$ cat src/rtl/message_reader.sv
// message_reader: receive end of the character-message path.
// Bytes arrive one per IN_VALID cycle and are stored at countdown addresses
// MSG_LEN..0 of a 16-entry buffer. A zero byte terminates a message early.
// Optional build macro MSGREADER_CHECK_EN enables comparison of the received
// message against EXPECTED_DATA and drives MATCH. Without it, MATCH is tied to 0.
module message_reader #(
  parameter int DEPTH = 16
`ifdef MSGREADER_CHECK_EN
  ,
  parameter logic [7:0] EXPECTED_DATA [0:15] =
    '{0: 8'd70, 1: 8'd80, 2: 8'd71, 3: 8'd65, default: 8'd0}
`endif
) (
  input  logic       clk,
  input  logic       rst,
  input  logic       START,
  input  logic [3:0] MSG_LEN,
  input  logic [7:0] IN,
  input  logic       IN_VALID,
  input  logic [3:0] RD_ADDR,
  output logic [7:0] RD_DATA,
  output logic       BUSY,
  output logic       DONE,
  output logic       ERR,
  output logic [4:0] RX_COUNT,
  output logic       MATCH
);

  typedef enum logic [1:0] {
    S_IDLE = 2'd0,
    S_RECV = 2'd1,
    S_DONE = 2'd2
  } state_t;

  state_t      state;
  state_t      state_next;
  logic [3:0]  cnt;
  logic [4:0]  rx_count;
  logic        err_r;
  logic [7:0]  mem [DEPTH];

  // START has priority, so a byte arriving with START is never accepted.
  logic accept;
  logic store;
  logic term;
  logic last;

  assign accept = (state == S_RECV) && IN_VALID && !START;
  assign store  = accept && (IN != 8'd0);
  assign term   = accept && (IN == 8'd0);
  assign last   = store && (cnt == 4'd0);

  // State register.
  always_ff @(posedge clk) begin
    if (rst) state <= S_IDLE;
    else     state <= state_next;
  end

  // Next-state decode: START restarts from any state; RECV ends on the
  // address-0 byte or on a zero terminator.
  always_comb begin
    state_next = state;
    if (START) begin
      state_next = S_RECV;
    end else if (state == S_RECV && (last || term)) begin
      state_next = S_DONE;
    end
  end

  // Address countdown, character count and early-termination flag.
  always_ff @(posedge clk) begin
    if (rst) begin
      cnt      <= 4'd0;
      rx_count <= 5'd0;
      err_r    <= 1'b0;
    end else if (START) begin
      cnt      <= MSG_LEN;
      rx_count <= 5'd0;
      err_r    <= 1'b0;
    end else if (store) begin
      rx_count <= rx_count + 5'd1;
      if (cnt != 4'd0) cnt <= cnt - 4'd1;
    end else if (term) begin
      err_r <= 1'b1;
    end
  end

  // Buffer write; contents deliberately survive reset.
  always_ff @(posedge clk) begin
    if (store) mem[cnt] <= IN;
  end

  // Registered readback; a same-cycle write to RD_ADDR returns the old data.
  always_ff @(posedge clk) begin
    if (rst) RD_DATA <= 8'd0;
    else     RD_DATA <= mem[RD_ADDR];
  end

`ifdef MSGREADER_CHECK_EN
  logic match_flag;
  logic match_r;
  logic byte_ok;

  assign byte_ok = (IN == EXPECTED_DATA[cnt]);

  // Running compare; MATCH is resolved on the same edge that raises DONE.
  always_ff @(posedge clk) begin
    if (rst) begin
      match_flag <= 1'b0;
      match_r    <= 1'b0;
    end else if (START) begin
      match_flag <= 1'b1;
      match_r    <= 1'b0;
    end else if (store) begin
      if (!byte_ok) match_flag <= 1'b0;
      if (last)     match_r    <= match_flag && byte_ok;
    end else if (term) begin
      match_r <= 1'b0;
    end
  end

  assign MATCH = match_r;
`else
  assign MATCH = 1'b0;
`endif

  assign BUSY     = (state == S_RECV);
  assign DONE     = (state == S_DONE);
  assign ERR      = err_r;
  assign RX_COUNT = rx_count;

endmodule
$ cat config.mk
export PLATFORM = sky130hd
export DESIGN_NAME = message_reader
export DESIGN_NICKNAME = d
export VERILOG_FILES = /design/src/rtl/message_reader.sv
export SDC_FILE = /design/constraint.sdc
export NUM_CORES = 1
export LEC_CHECK = 0
export BUFFER_PORTS_ARGS = -buffer_cell sky130_fd_sc_hd__buf_4
export CORE_ASPECT_RATIO = 0.6
export CORE_UTILIZATION = 65
export DETAILED_ROUTE_END_ITERATION = 10
export PLACE_DENSITY = 0.84
export SETUP_SLACK_MARGIN = 0.15
export SYNTH_ARGS = -nofsm -noshare
export SYNTH_HDL_FRONTEND = slang
export SYNTH_SLANG_ARGS = --single-unit
$ cat constraint.sdc
create_clock -name clk -period 3.51 [get_ports clk]
set_input_delay 0.351 -clock clk [delete_from_list [all_inputs] [get_ports clk]]
set_output_delay 0.351 -clock clk [all_outputs]
set_load 0.02 [all_outputs]
==> impl_metrics.toml <==
[sta]
finalCriticalPeriod_ns = 2.38
period_share = 0.677
fmax_mhz = 421
finClkSkew_ns = 0.0135
rsz0062_at_grt = "false"
tightestPinTransition_ns = 1.25
setup_viol = 0
holdWs_ns = 0.195
drv_slew = 0
final.setup.tns_ns = 0
fin_ws_ns = 1.13
timing_hold_violations_final = 0
relSlewSlack = 0.165

[layout]
fillCellCount = 458
final_common_cell = "edfxtp_1"
antenna-diode-count = 0
utilization = 0.796
syn_to_final_growth_pct = 15.7
final_cell_area_um2 = 6960
layout.cells.non_filler = 532
drive_gt1_frac = 0.188
nNetsFinal = 433
final_cell_mix = "128 x edfxtp_1, 66 x mux2i_1, 36 x buf_4"

[placement]
dpl.cell_count = 500
postPlaceCellArea_um2 = 6310
gp_routability_congestion = 0.854
hpwl_mm = 8.14
place_ws_ns = 1.07
port_buffers = 35

[die]
die_y_um = 76.5
ios = 37
start_util = 0.687
die_area_um2 = 9650
die_x_um = 126
core_um2 = 8750
rows = 26

[yosys]
synth-compound-area-share = 0.0705
synth_fa_ha_area_frac = 0.0125
syn-mean-instance-area_um2 = 16.1
ys.flop_type = "edfxtp_1"
synthCells = 374
syn_area_um2 = 6010
ys_seq_area_frac = 0.706
synthSimpleGateAreaFrac = 0.0732
synthArstFlopShare = 0
muxShareOfSynthArea = 0.110
ys_seq_elements = 148
yosysWarnings = 0
synth-xor-area-share = 0.00582
synth_edf_count = 128
syn-num-nets = 400
yosysUniqueCellTypes = 43
synth_top_family_by_area = "multiplexers"

[global_routing]
grt_max_degree = 65
overflow = 0
grt_pass1_vias = 3231
grt_pass1_wl_mm = 19.3
antenna_found_initial = 0
grt_use_total = 0.288

[clocking]
cts_resized = 0
htreeDepth = 4
clk_pin_slew_worst_paths_ns = 0.06
cts.sinks = 148
worstSkewPairLatency_ns = 0.42
clk_path_buf_depth = 2
root_buffer = "clkbuf_16"
cts_tree = "done"
cts_hold_buf = 0
post_cts_buffers = 0
cts_made_buffers = 17

[critical_path]
path_cells = "nand4bb_4, a21oi_2, and4b_1"
arrival_ns = 2.45
cp-start-kind = "flip-flop"
required_ns = 3.59
critPathMaxFanout = 23
slowest_delay_ns = 0.77
crit_type = "flip-flop to flip-flop"
cp_slowest_cell = "a21oi_2"
setup.worst_path.end_class = "flip-flop"

[power_and_ir_drop]
p_per_area_nw_per_um2 = 595
leakage_nw = 2.59
power_mw = 4.15
ir_drop_mv = 0.489

[routing]
avgRoutedWirePerCell_um = 24.1
drt_wl_total_mm = 12.8
via_count = 3433
vias_per_cell = 6.45
drc = 0
ant_nets = 0
drt_iter0_markers = 384
drt-pass1-iter-count = 5

[worst_hold_path]
hp-class = "input port to flip-flop"

[run]
maxCapViolations = 0

[outcome]
status = "complete, no violations"
## path summary, 6_finish.rpt
path | start | depth (start not counted) | slack, ns | endpoint
setup / recovery | state[0]$_SDFFE_PP0P_ | 3 | 1.13 | mem[9][5]$_DFFE_PP_
hold / removal | MSG_LEN[1] | 3 | 0.20 | cnt[1]$_SDFFE_PP0P_
setup reg to reg | state[0]$_SDFFE_PP0P_ | 3 | 1.13 | mem[9][5]$_DFFE_PP_
hold reg to reg | state[1]$_SDFFE_PP0P_ | 1 | 0.57 | state[1]$_SDFFE_PP0P_
## synth_stat cells (2+ instances only)
cell type | instances | area share
xnor2_1 | 4 | 0.0058
nand3_1 | 2 | 0.0017
buf_2 | 3 | 0.0025
nor2_1 | 6 | 0.0037
and2_1 | 2 | 0.0021
a21oi_1 | 2 | 0.0017
dfxtp_1 | 20 | 0.067
o22ai_1 | 9 | 0.0094
nor3_1 | 9 | 0.0075
and3_1 | 3 | 0.0031
buf_4 | 7 | 0.0087
nand2_1 | 21 | 0.013
edfxtp_1 | 128 | 0.64
inv_1 | 4 | 0.0025
a211oi_1 | 3 | 0.0037
and4_1 | 4 | 0.0058
ha_1 | 6 | 0.012
nor2b_1 | 2 | 0.0021
a22oi_1 | 32 | 0.040
and4b_1 | 8 | 0.013
and2b_2 | 2 | 0.0029
mux2i_1 | 66 | 0.11
clkbuf_1 | 10 | 0.0062
nor4_4 | 2 | 0.0071
## flip-flops by register name (all words and copies together), names as in the netlist
| name | cells |
|---|---|
| cnt | 4 |
| RX_COUNT | 5 |
| mem | 128 |
| RD_DATA | 8 |
| state | 2 |
| ERR | 1 |
## final cells by class
type	count	area, um^2	area share
Tap cell	112	140	0.0201
Sequential cell	148	4240	0.610
Multi-Input combinational cell	200	1640	0.235
Clock inverter	11	173	0.0248
Clock buffer	21	480	0.0690
Inverter	4	15.0	0.00216
Timing Repair Buffer	36	270	0.0388
## where the power goes
group          internal [mW]  switching (mW)  leakage (nW)
sequential              1.93          0.0172          1.32
clock                   1.27           0.693         0.320
combinational         0.0873           0.150         0.951
## worst max-delay path: cells and delay by family (launching register included)
| family | cells | cell delay, ns |
|---|---|---|
| AOI/OAI and AO/OA | 1 | 0.77 |
| DFF | 1 | 0.47 |
| and+or+nand+nor | 2 | 0.78 |
## layer usage
layer / wire length, um / vias to the layer above / track usage
met4: 178 / 0 / 0.116
met5: 0 / - / 0
li1: - / 1543 / -
met2: 5610 / 184 / 0.401
met1: 5800 / 1686 / 0.430
met3: 1230 / 20 / 0.0801
## cell families after synthesis
kind of cell,after synthesis
DFF,148
and+or+nand+nor,67
muxes,66
AOI/OAI and AO/OA,56
buffers and inverters,26
adders and majority gates,6
xor gates and xnor gates,4
other,1
(Power assumes the default switching activity.)
